$ cat src/rtl/traffic_pkg.sv
// Shared encodings for the intersection light controller: light codes, timing-table
// selectors and the phase scheduler state encoding.
package traffic_pkg;

  typedef enum logic [1:0] {
    LightRed    = 2'b00,
    LightYellow = 2'b01,
    LightGreen  = 2'b10,
    LightOff    = 2'b11
  } light_e;

  typedef enum logic [1:0] {
    TimingA = 2'b00,
    TimingB = 2'b01,
    TimingC = 2'b10,
    TimingD = 2'b11
  } timing_e;

  typedef enum logic [1:0] {
    StIdle  = 2'b00,
    StLoad  = 2'b01,
    StCount = 2'b10,
    StDone  = 2'b11
  } sched_state_e;

endpackage

$ cat src/rtl/sensor_debounce.sv
// Two-flop synchroniser followed by a debounce counter; the output only toggles after
// the synchronised input has disagreed with it for DEBOUNCE_TICKS consecutive cycles.
module sensor_debounce #(
  parameter int unsigned DEBOUNCE_TICKS = 500
) (
  input  logic clk,
  input  logic reset_n,
  input  logic din,
  output logic dout
);

  localparam int unsigned CntW = (DEBOUNCE_TICKS > 1) ? $clog2(DEBOUNCE_TICKS + 1) : 1;

  logic [1:0]      sync_q;
  logic [CntW-1:0] cnt_q, cnt_d;
  logic            dout_q, dout_d;

  always_comb begin
    cnt_d  = cnt_q;
    dout_d = dout_q;
    if (sync_q[1] == dout_q) begin
      cnt_d = '0;
    end else if (cnt_q == CntW'(DEBOUNCE_TICKS - 1)) begin
      // This cycle is the DEBOUNCE_TICKS-th consecutive disagreement.
      dout_d = ~dout_q;
      cnt_d  = '0;
    end else begin
      cnt_d = cnt_q + CntW'(1);
    end
  end

  always_ff @(posedge clk or negedge reset_n) begin
    if (!reset_n) begin
      sync_q <= '0;
      cnt_q  <= '0;
      dout_q <= 1'b0;
    end else begin
      sync_q <= {sync_q[0], din};
      cnt_q  <= cnt_d;
      dout_q <= dout_d;
    end
  end

  assign dout = dout_q;

endmodule

$ cat src/rtl/phase_scheduler.sv
// Phase timer for the light state machine: counts secondsToCount seconds, pulses tick each
// second and finished at phase end, and debounces the three vehicle sensors.
module phase_scheduler
  import traffic_pkg::*;
#(
  parameter int unsigned CLK_HZ         = 10000,
  parameter int unsigned DEBOUNCE_TICKS = 500,
  parameter int unsigned SEC_W          = 16
) (
  input  logic             clk,
  input  logic             reset_n,
  input  logic             enable,
  input  logic             hold,
  input  logic [SEC_W-1:0] secondsToCount,
  input  logic             SNN_raw,
  input  logic             SNS_raw,
  input  logic             STH_raw,
  output logic             SNN,
  output logic             SNS,
  output logic             STH,
  output logic             finished,
  output logic             tick,
  output logic [SEC_W-1:0] remaining,
  output logic             busy
);

  localparam int unsigned PrescW = (CLK_HZ > 1) ? $clog2(CLK_HZ) : 1;

  sched_state_e      state_q, state_d;
  logic [PrescW-1:0] presc_q, presc_d;
  logic [SEC_W-1:0]  sec_rem_q, sec_rem_d;
  logic              presc_wrap;

  assign presc_wrap = (presc_q == PrescW'(CLK_HZ - 1));

  always_comb begin
    state_d   = state_q;
    presc_d   = presc_q;
    sec_rem_d = sec_rem_q;
    tick      = 1'b0;
    if (!enable) begin
      state_d   = StIdle;
      presc_d   = '0;
      sec_rem_d = '0;
    end else begin
      unique case (state_q)
        StIdle: state_d = StLoad;
        StLoad: begin
          state_d   = StCount;
          presc_d   = '0;
          // A zero-length request still runs for one second so finished always fires.
          sec_rem_d = (secondsToCount == '0) ? SEC_W'(1) : secondsToCount;
        end
        StCount: begin
          if (!hold) begin
            if (presc_wrap) begin
              presc_d = '0;
              tick    = 1'b1;
              if (sec_rem_q == SEC_W'(1)) begin
                state_d = StDone;
              end else begin
                sec_rem_d = sec_rem_q - SEC_W'(1);
              end
            end else begin
              presc_d = presc_q + PrescW'(1);
            end
          end
        end
        StDone:  state_d = StLoad;
        default: state_d = StIdle;
      endcase
    end
  end

  always_ff @(posedge clk or negedge reset_n) begin
    if (!reset_n) begin
      state_q   <= StIdle;
      presc_q   <= '0;
      sec_rem_q <= '0;
    end else begin
      state_q   <= state_d;
      presc_q   <= presc_d;
      sec_rem_q <= sec_rem_d;
    end
  end

  assign finished  = (state_q == StDone);
  assign busy      = (state_q != StIdle);
  assign remaining = (state_q == StCount || state_q == StDone) ? sec_rem_q : '0;

  sensor_debounce #(.DEBOUNCE_TICKS(DEBOUNCE_TICKS)) u_deb_snn (
    .clk    (clk),
    .reset_n(reset_n),
    .din    (SNN_raw),
    .dout   (SNN)
  );

  sensor_debounce #(.DEBOUNCE_TICKS(DEBOUNCE_TICKS)) u_deb_sns (
    .clk    (clk),
    .reset_n(reset_n),
    .din    (SNS_raw),
    .dout   (SNS)
  );

  sensor_debounce #(.DEBOUNCE_TICKS(DEBOUNCE_TICKS)) u_deb_sth (
    .clk    (clk),
    .reset_n(reset_n),
    .din    (STH_raw),
    .dout   (STH)
  );

endmodule

$ cat config.mk
export PLATFORM = sky130hd
export DESIGN_NAME = phase_scheduler
export DESIGN_NICKNAME = d
export VERILOG_FILES = /design/src/rtl/traffic_pkg.sv /design/src/rtl/sensor_debounce.sv /design/src/rtl/phase_scheduler.sv
export SDC_FILE = /design/constraint.sdc
export NUM_CORES = 1
export LEC_CHECK = 0
export BUFFER_PORTS_ARGS = -buffer_cell sky130_fd_sc_hd__buf_2
export CORE_MARGIN = 8
export CORE_UTILIZATION = 53
export DETAILED_ROUTE_END_ITERATION = 16
export GPL_ROUTABILITY_DRIVEN = 1
export GPL_TIMING_DRIVEN = 1
export MAX_ROUTING_LAYER = met4
export PLACE_DENSITY = 0.88
export RECOVER_POWER = 50
export SETUP_SLACK_MARGIN = 0.02
export SLEW_MARGIN = 20
export SYNTH_ARGS = -nofsm -noshare
export SYNTH_HDL_FRONTEND = slang
export SYNTH_SLANG_ARGS = --single-unit
$ cat constraint.sdc
create_clock -name clk -period 2.5 [get_ports clk]
set_input_delay 0.25 -clock clk [delete_from_list [all_inputs] [get_ports clk]]
set_output_delay 0.25 -clock clk [all_outputs]
set_load 0.01 [all_outputs]
==> flow_summary.yaml, run 1 <==
grt:
  grt_pass1_vias: 3468
  track_usage_pct: 20.6
  antenna_found_initial: 0
  grt_max_degree: 69
  grt_overflow: 0
  grt_first_pass_wirelength_um: 16200
critical_path:
  setup.worst_path.class: "reg -> out"
  r2r-end: "sec_rem_q[10]"
  end_kind: "output pin"
  worst_ep_arrival_time_ns: 2.24
  r2r-start: "presc_q[13]"
  ff2ff_setup_slack_ns: 0.02
  cpPeakStageDelay_ns: 0.55
  critPathLaunchType: "flop"
  cp.required_ns: 2.25
  cp_slowest_cell: "or4_4"
  crit_chain: "or4bb_1 -> or4_4 -> buf_4 -> nor2_2 -> buf_2"
  path_max_fanout: 6
  rr_worst_depth: 6
yosys:
  netlist_instances: 407
  synth_warnings: 0
  ys_ff_latch: 68
  synth_flop_cell: "dfrtp_1"
  seq_area_frac_synth_pct: 45.3
  yosysUniqueCellTypes: 53
  syn_area_mm2: 0.00376
  synth_nets: 440
  async_flop_share_pct: 100
  avgSynthCellArea_um2: 9.23
  synth_edf_count: 0
clocking:
  clk_pin_slew_ns: 0.08
  clk_latency_ns: 0.35
  h-tree-depth: 3
  cts_tree: "yes"
  cts-root-buf: "clkbuf_8"
  numCtsBuffers: 9
  cts_buffer_depth: 2
  cts_sinks: 68
worst_hold_path:
  min_path_cells: 2
  min_from: "secondsToCount[2]"
  worst_hold_path.endpoint: "sec_rem_q[2]"
  min_path_type: "in -> reg"
sta:
  max_freq_mhz: 402
  setup_slack_ns: 0.0120
  hold_violations: 0
  finClkSkew_ns: 0.0108
  post-route-min-period_ns: 2.49
  slew_headroom_pct: -8.68
  slew_viol_final: 69
  rsz0062_at_grt: "yes"
  fin_crit_sh_pct: 99.5
  tightest_slew_ns: 1.63
  tns_ns: 0
  setup_violations: 0
drt:
  via_count: 3470
  drt-initial-drc-count: 335
  firstDrtPassIters: 4
  drc: 0
  drt_wl_total_um: 9830
  avgViaCountPerCell: 5.96
  wl_per_cell_um: 16.9
  ant_nets: 0
pwr:
  p_sw_share_pct: 39.8
  power_mw: 3.66
  p_seq_share_pct: 37.6
  power_frac_clock_pct: 24.9
  powerDensity_mw_per_mm2: 803
  p_leak_nw: 2.05
  max-vdd-ir-drop_uv: 530
  combPwrFrac_pct: 37.5
  p_sw_mw: 1.45
  internal-power_mw: 2.20
placement:
  dp_cells: 557
  place.gp.congestion: 0.923
  portBuffers: 44
  dpl.hpwl_um: 6820
  post-place-ws_ns: 0.0698
flow_run:
  maxCapViolations: 1
floorplanning:
  start_util_pct: 55.0
  row_count: 30
  die_x_um: 100
  ios: 45
  die_area_mm2: 0.0100
  coreArea_mm2: 0.00683
  die_h_um: 100
cells_and_area:
  antenna_cells: 0
  synthToLayoutAreaGrowth_pct: 21.2
  post_route_cells_drive_above_1_share_pct: 22.0
  nets: 514
  final_cells: 582
  mostFrequentLayoutCells: "dfrtp_1 (68), nor2_1 (65), buf_2 (43)"
  final_util_pct: 66.6
  n_fill_cell: 546
  layout_commonest_cell: "dfrtp_1"
outcome:
  violations: "max-capacitance violations, max-slew violations"
  status: "finished with violations"
==> worst max-delay path: cells and delay by family (launching register included) <==
kind	cells	cell delay, ns
buf+inv	2	0.32
flops	1	0.39
simple gates	3	1.17
==> synth_stat cells, types with 5 or more instances <==
cell,number,area (um^2)
clkbuf_1,13,48.8
nand2b_1,7,43.8
or3_1,7,43.8
nor2b_1,15,93.8
xnor2_1,21,184
nand3_1,23,115
nor2_1,67,251
and3_1,7,43.8
nand4_1,11,68.8
dfrtp_1,68,1700
xor2_1,13,114
nand2_1,33,124
a31oi_1,8,50.1
o21ai_0,9,45.0
nor3_1,8,40.0
inv_1,12,45.0
a221o_1,5,50.1
ha_1,10,125
nor4_1,9,56.3
==> worst max-delay path by stage <==
stage	cells after the start	start	end	slack (ns)
after detailed placement	5	presc_q[6]	sec_rem_q[10]	0.07
after floorplan	5	presc_q[7]	sec_rem_q[10]	0.15
after CTS	6	presc_q[11]	sec_rem_q[10]	0.02
after global placement	5	presc_q[6]	sec_rem_q[10]	0.12
final	5	presc_q[13]	tick	0.01
after global routing	5	presc_q[13]	tick	-0.03
==> stage by stage <==
step | hold WS [ns] | area [um^2]
6_report | 0.143 | 4550
5_1_grt | 0.133 | 4550
4_1_cts | 0.00151 | 4470
3_5_place_dp | 0.338 | 4230
3_3_place_gp | 0.335 | 4230
2_1_floorplan | -0.0456 | 3760
==> state kept, by name (all words and copies together), names as in the netlist, 2 cells and up <==
signal,cells
u_deb_snn.sync_q,2
u_deb_snn.cnt_q,9
state_q,2
u_deb_sns.sync_q,2
sec_rem_q,16
u_deb_sns.cnt_q,9
u_deb_sth.cnt_q,9
presc_q,14
u_deb_sth.sync_q,2
==> kinds of logic after synthesis <==
logic type      after synthesis  share of synthesized area (%)
flops                        68                           45.3
compound gates               61                           12.4
simple gates                202                           26.9
mux                           5                           1.43
xor+xnor                     34                           7.93
buf+inv                      27                           2.76
fa+ha+maj                    10                           3.33
==> power by group through the flow <==
stage | Sequential (mW) | Combinational, mW | Clock, mW
2_1_floorplan | 1.34 | 0.794 | 0
3_3_place_gp | 1.38 | 1.27 | 0
3_5_place_dp | 1.39 | 1.28 | 0
4_1_cts | 1.37 | 1.29 | 0.924
5_1_grt | 1.39 | 1.49 | 0.983
6_report | 1.38 | 1.37 | 0.910
==> timing repair <==
item                       CTS  global route
hold buffers                 1             2
pin swaps                    1             2
buffers inserted             4             2
setup endpoints to repair    1            21
resized for setup            1            15
hold endpoints to repair     1             2
==> per-layer routing <==
| metal | vias to the layer above | routed length (um) | global-route usage (%) | part of all wire, % |
|---|---|---|---|---|
| met5 | - | 0 | - | 0 |
| met4 | 0 | 257 | 8.37 | 2.6 |
| met3 | 28 | 677 | 4.43 | 6.9 |
| met2 | 160 | 4600 | 31.7 | 47 |
| met1 | 1684 | 4300 | 25.9 | 44 |
| li1 | 1598 | - | - | - |
==> area by class of cell <==
| class | instances | area (um^2) | area share [%] |
|---|---|---|---|
| tap | 96 | 120 | 2.64 |
| timing repair buffer | 78 | 487 | 10.7 |
| clock inverter | 7 | 75.1 | 1.65 |
| multi-input combinational | 312 | 2000 | 43.9 |
| inverter | 12 | 45.0 | 0.989 |
| clock buffer | 9 | 124 | 2.72 |
| sequential | 68 | 1700 | 37.4 |
Power figures use the tool's default switching activity.
==> run 2, diff against run 1 <==
Settings changed: BUFFER_PORTS_ARGS -buffer_cell sky130_fd_sc_hd__buf_2 to not set, CORE_UTILIZATION 53 to 57, DONT_BUFFER_PORTS set to 1, GPL_TIMING_DRIVEN 1 to 0, PLACE_DENSITY 0.88 to 0.86.
==> run 2 against run 1 <==
The flow still finishes with violations (max-capacitance violations, max-slew violations). Utilization up 1.1 points. Via count down 5.9%. Sequential share of layout area up 2.3 points. Combinational power down 12%. Global-route usage up 0.95 points. Critical endpoint is now sec_rem_q[10].
==> flow_summary.yaml, run 2 (same netlist as run 1, synthesis figures left out) <==
outcome:
  status: "finished with violations"
  violations: "max-capacitance violations, max-slew violations"
sta:
  hold_violations: 0
  slew_viol_final: 69
  tns_ns: 0
  rsz0062_at_grt: "yes"
  tightest_slew_ns: 1.62
  max_freq_mhz: 408
  hold-worst-slack_ns: 0.0271
  finClkSkew_ns: 0.0127
  setup_violations: 0
  post-route-min-period_ns: 2.45
  slew_headroom_pct: -7.76
  fin_crit_sh_pct: 98.0
clocking:
  cts_tree: "yes"
  numCtsBuffers: 9
  clk_latency_ns: 0.35
  cts-root-buf: "clkbuf_8"
  clk_pin_slew_ns: 0.08
  h-tree-depth: 3
  cts_sinks: 68
  cts_buffer_depth: 2
pwr:
  p_leak_nw: 1.81
  powerDensity_mw_per_mm2: 815
  max-vdd-ir-drop_uv: 587
drt:
  drc: 0
  drt_wl_total_um: 9850
  firstDrtPassIters: 5
  wl_per_cell_um: 19.2
  via_count: 3267
  avgViaCountPerCell: 6.38
  drt-initial-drc-count: 299
  ant_nets: 0
cells_and_area:
  final_cells: 512
  antenna_cells: 0
  regMostFlops: "sec_rem_q"
  top_regs: "sec_rem_q (16), presc_q (14)"
  stdcell_area_mm2: 0.00430
  synthToLayoutAreaGrowth_pct: 14.5
  mostFrequentLayoutCells: "dfrtp_1 (66), nor2_1 (65), nand2_1 (33)"
  layout_commonest_cell: "dfrtp_1"
  largest_reg_flops: 16
  n_fill_cell: 504
  post_route_cells_drive_above_1_share_pct: 13.1
  nets: 463
placement:
  dp_cells: 484
  dpl.hpwl_um: 6800
  portBuffers: 0
  place.gp.congestion: 0.950
  placed_cell_area_mm2: 0.00385
critical_path:
  cpPeakStageDelay_ns: 0.61
  critPathLaunchType: "flop"
  path_delay_family: "simple AND/OR/NAND/NOR gates"
  worst_ep_arrival_time_ns: 2.68
  end_kind: "flop"
  critPathBufInv: 0
  path_max_fanout: 5
  crit_chain: "or4_1 -> or4_4 -> a21o_4 -> o311a_1 -> a221o_1"
  cp.required_ns: 2.73
  startpoint: "presc_q[6]"
  setup.worst_path.class: "reg -> reg"
  r2r-start: "presc_q[6]"
  cp_slowest_cell: "or4_4"
grt:
  grt_max_degree: 69
  grtUsageMet3_pct: 7.47
  grt_pass1_vias: 3245
  antenna_found_initial: 0
  grt_first_pass_wirelength_um: 16200
  use_met2_pct: 31.6
  use_met1_pct: 26.5
  gr-max-usage-layer: "met2"
  track_usage_pct: 21.6
  grt_overflow: 0
floorplanning:
  die_area_mm2: 0.00944
  die_x_um: 97.2
  row_count: 29
  coreArea_mm2: 0.00635
  die_h_um: 97.2
  ios: 45
  start_util_pct: 59.2
worst_hold_path:
  min_from: "secondsToCount[2]"
  min_path_type: "in -> reg"
flow_run:
  maxCapViolations: 1
[run 2: path summary, 6_finish.rpt]
kind,end,slack (ns),depth (start not counted)
max reg2reg,sec_rem_q[10],0.05,5
min,sec_rem_q[2],0.03,1
min reg2reg,u_deb_sth.sync_q[1],0.34,0
min in group asynchronous,u_deb_sth.dout,0.86,2
max,sec_rem_q[10],0.05,5
max in group asynchronous,presc_q[11],0.55,2
[run 2: area by class of cell]
type | count | area, um^2 | area share [%]
flip-flops and latches | 68 | 1700 | 39.6
clock buffers | 9 | 124 | 2.88
inverters | 12 | 45.0 | 1.05
clock inverters | 7 | 73.8 | 1.72
repair buffers | 15 | 138 | 3.20
well taps | 77 | 96.3 | 2.24
plain buffers | 12 | 61.3 | 1.43
multi-input cells | 312 | 2060 | 47.8
[run 2: routing by layer]
metal	routed length, um	vias up
li1	-	1498
met1	4120	1556
met2	4500	182
met3	937	31
met4	291	0
met5	0	-
[run 2: power breakdown]
part           internal, mW  switching (mW)  leakage [nW]
logic                 0.383           0.816         0.800
registers              1.22           0.171         0.913
clock network         0.465           0.452         0.100
[run 2: what timing repair did]
| item | CTS | global route |
|---|---|---|
| endpoints found under the hold margin | 71 | 0 |
| setup buffers | 1 | 8 |
| hold buffers | 5 | 0 |
| endpoints found under the setup margin | 21 | 28 |
| pin swaps | 1 | 6 |
| cloned | 0 | 1 |
| gates resized for setup | 9 | 21 |
[run 2: per-stage QoR]
step / total power [mW] / utilization (%) / setup slack [ns]
floorplan: 2.14 / - / 0.149
global placement: 2.43 / 60.7 / -0.122
detailed placement: 2.44 / 60.7 / -0.146
CTS: 3.42 / 65.4 / -0.0474
global route: 3.68 / 67.7 / -0.0297
finish: 3.50 / 67.7 / 0.0496
==> run 3, diff against run 2 <==
Settings changed: CELL_PAD_IN_SITES_DETAIL_PLACEMENT set to 0, CELL_PAD_IN_SITES_GLOBAL_PLACEMENT set to 1, CORE_UTILIZATION 57 to 44, CTS_CLUSTER_DIAMETER set to 30, PLACE_DENSITY 0.86 to 0.81.
==> run 3 against run 2 <==
The flow still finishes with violations (max-capacitance violations, max-slew violations). Non-clock buffer count shrank 3. Combinational power about the same. Utilization shrank 16 points. Sequential power hardly changed. First-iteration DRC count fell by 37%. Clock power increased by 13%. Hold slack better by 0.015 ns. Fmax increased by 1.5%.
==> flow_summary.yaml, run 3 (same netlist as run 1, synthesis figures left out) <==
clocking:
  clk_pin_slew_ns: 0.08
  cts_buffer_depth: 2
  numCtsBuffers: 9
  h-tree-depth: 3
  cts_tree: "yes"
  clk_latency_ns: 0.35
  cts_sinks: 68
  cts-root-buf: "clkbuf_8"
drt:
  ant_nets: 0
  wl_per_cell_um: 17.6
  drt-initial-drc-count: 187
  firstDrtPassIters: 5
  avgViaCountPerCell: 5.89
  drc: 0
  via_count: 3164
  drt_wl_total_um: 9440
placement:
  place.gp.congestion: 0.938
  dpl.hpwl_um: 6620
  portBuffers: 0
  dp_cells: 512
critical_path:
  path_max_fanout: 4
  cpPeakStageDelay_ns: 0.58
  cp.required_ns: 2.74
  path_delay_family: "simple AND/OR/NAND/NOR gates"
  setup.worst_path.class: "reg -> reg"
  worst_ep_arrival_time_ns: 2.65
  critPathLaunchType: "flop"
  cp_slowest_cell: "or4_4"
  crit_chain: "or4bb_1 -> or4_4 -> buf_4 -> a21oi_4 -> o21ai_4 -> a221o_1"
  critPathBufInv: 1
  end_kind: "flop"
sta:
  finClkSkew_ns: 0.00842
  hold-worst-slack_ns: 0.0421
  slew_headroom_pct: -10.3
  hold_violations: 0
  tightest_slew_ns: 1.65
  rsz0062_at_grt: "yes"
  max_freq_mhz: 414
  post-route-min-period_ns: 2.41
  fin_crit_sh_pct: 96.6
  setup_violations: 0
  slew_viol_final: 69
cells_and_area:
  synthToLayoutAreaGrowth_pct: 14.6
  final_cells: 537
  layout_commonest_cell: "dfrtp_1"
  antenna_cells: 0
  mostFrequentLayoutCells: "dfrtp_1 (66), nor2_1 (65), nand2_1 (33)"
  post_route_cells_drive_above_1_share_pct: 11.1
  largest_reg_flops: 16
  regMostFlops: "sec_rem_q"
  nets: 460
  n_fill_cell: 766
  top_regs: "sec_rem_q (16), presc_q (14)"
pwr:
  max-vdd-ir-drop_uv: 406
  powerDensity_mw_per_mm2: 835
  p_leak_nw: 1.79
grt:
  grt_pass1_vias: 3225
  antenna_found_initial: 0
  grt_max_degree: 69
  grt_first_pass_wirelength_um: 16300
  grt_overflow: 0
  track_usage_pct: 17.8
floorplanning:
  coreArea_mm2: 0.00826
  die_h_um: 108
  ios: 45
  start_util_pct: 45.5
  die_area_mm2: 0.0117
  die_x_um: 108
  row_count: 33
outcome:
  status: "finished with violations"
  violations: "max-capacitance violations, max-slew violations"
flow_run:
  maxCapViolations: 1
worst_hold_path:
  min_path_type: "in -> reg"
==> run 3: cell count changes in the layout (fill, tap and decap cells not counted), moves of 2 or more <==
cell and change:
clkbuf_1 +3, a211oi_1 +2, clkbuf_2 -2, clkinv_2 -2, inv_6 -2, clkbuf_8 +2, a211oi_2 -2
==> run 3: path summary, 6_finish.rpt <==
path | slack (ns) | start | end | cells after the start
max | 0.09 | presc_q[12] | sec_rem_q[8] | 6
min | 0.04 | secondsToCount[2] | sec_rem_q[2] | 1
max reg2reg | 0.09 | presc_q[12] | sec_rem_q[8] | 6
min reg2reg | 0.35 | u_deb_sns.sync_q[0] | u_deb_sns.sync_q[1] | 0
max in group asynchronous | 0.48 | reset_n | presc_q[7] | 2
min in group asynchronous | 0.90 | reset_n | sec_rem_q[7] | 2
==> run 3: area by class of cell <==
| class | count | area, um^2 | area share (%) |
|---|---|---|---|
| multi-input cells | 312 | 2040 | 47.4 |
| flip-flops and latches | 68 | 1700 | 39.6 |
| clock buffers | 13 | 159 | 3.69 |
| well taps | 105 | 131 | 3.05 |
| repair buffers | 13 | 105 | 2.44 |
| clock inverters | 3 | 68.8 | 1.60 |
| plain buffers | 11 | 51.3 | 1.19 |
| inverters | 12 | 45.0 | 1.05 |
==> run 3: where the power goes <==
| group | internal (mW) | switching (mW) |
|---|---|---|
| logic | 0.382 | 0.789 |
| registers | 1.22 | 0.163 |
| clock network | 0.619 | 0.425 |
==> run 3: layer usage <==
metal	track usage [%]	routed length [um]	vias up
met1	23.9	4360	1547
met4	7.82	235	0
met5	-	0	-
met2	25.8	4260	104
li1	-	-	1490
met3	3.27	593	23
==> run 3: metrics by stage <==
stage	TNS [ns]	setup slack, ns	area [um^2]	total power, mW	util (%)
2_1_floorplan	0	0.149	3760	2.14	-
3_3_place_gp	-1.07	-0.193	3890	2.43	47.1
6_report	0	0.0853	4310	3.60	52.1
5_1_grt	0	0.00294	4310	3.82	52.1
3_5_place_dp	-1.36	-0.199	3890	2.44	47.1
4_1_cts	0	0.0147	4250	3.54	51.5
==> run 3: repair_timing <==
item	CTS	global route
setup buffers	6	2
gates resized for setup	8	16
hold buffers	5	0
endpoints found under the hold margin	71	0
endpoints found under the setup margin	34	39
pin swaps	0	6
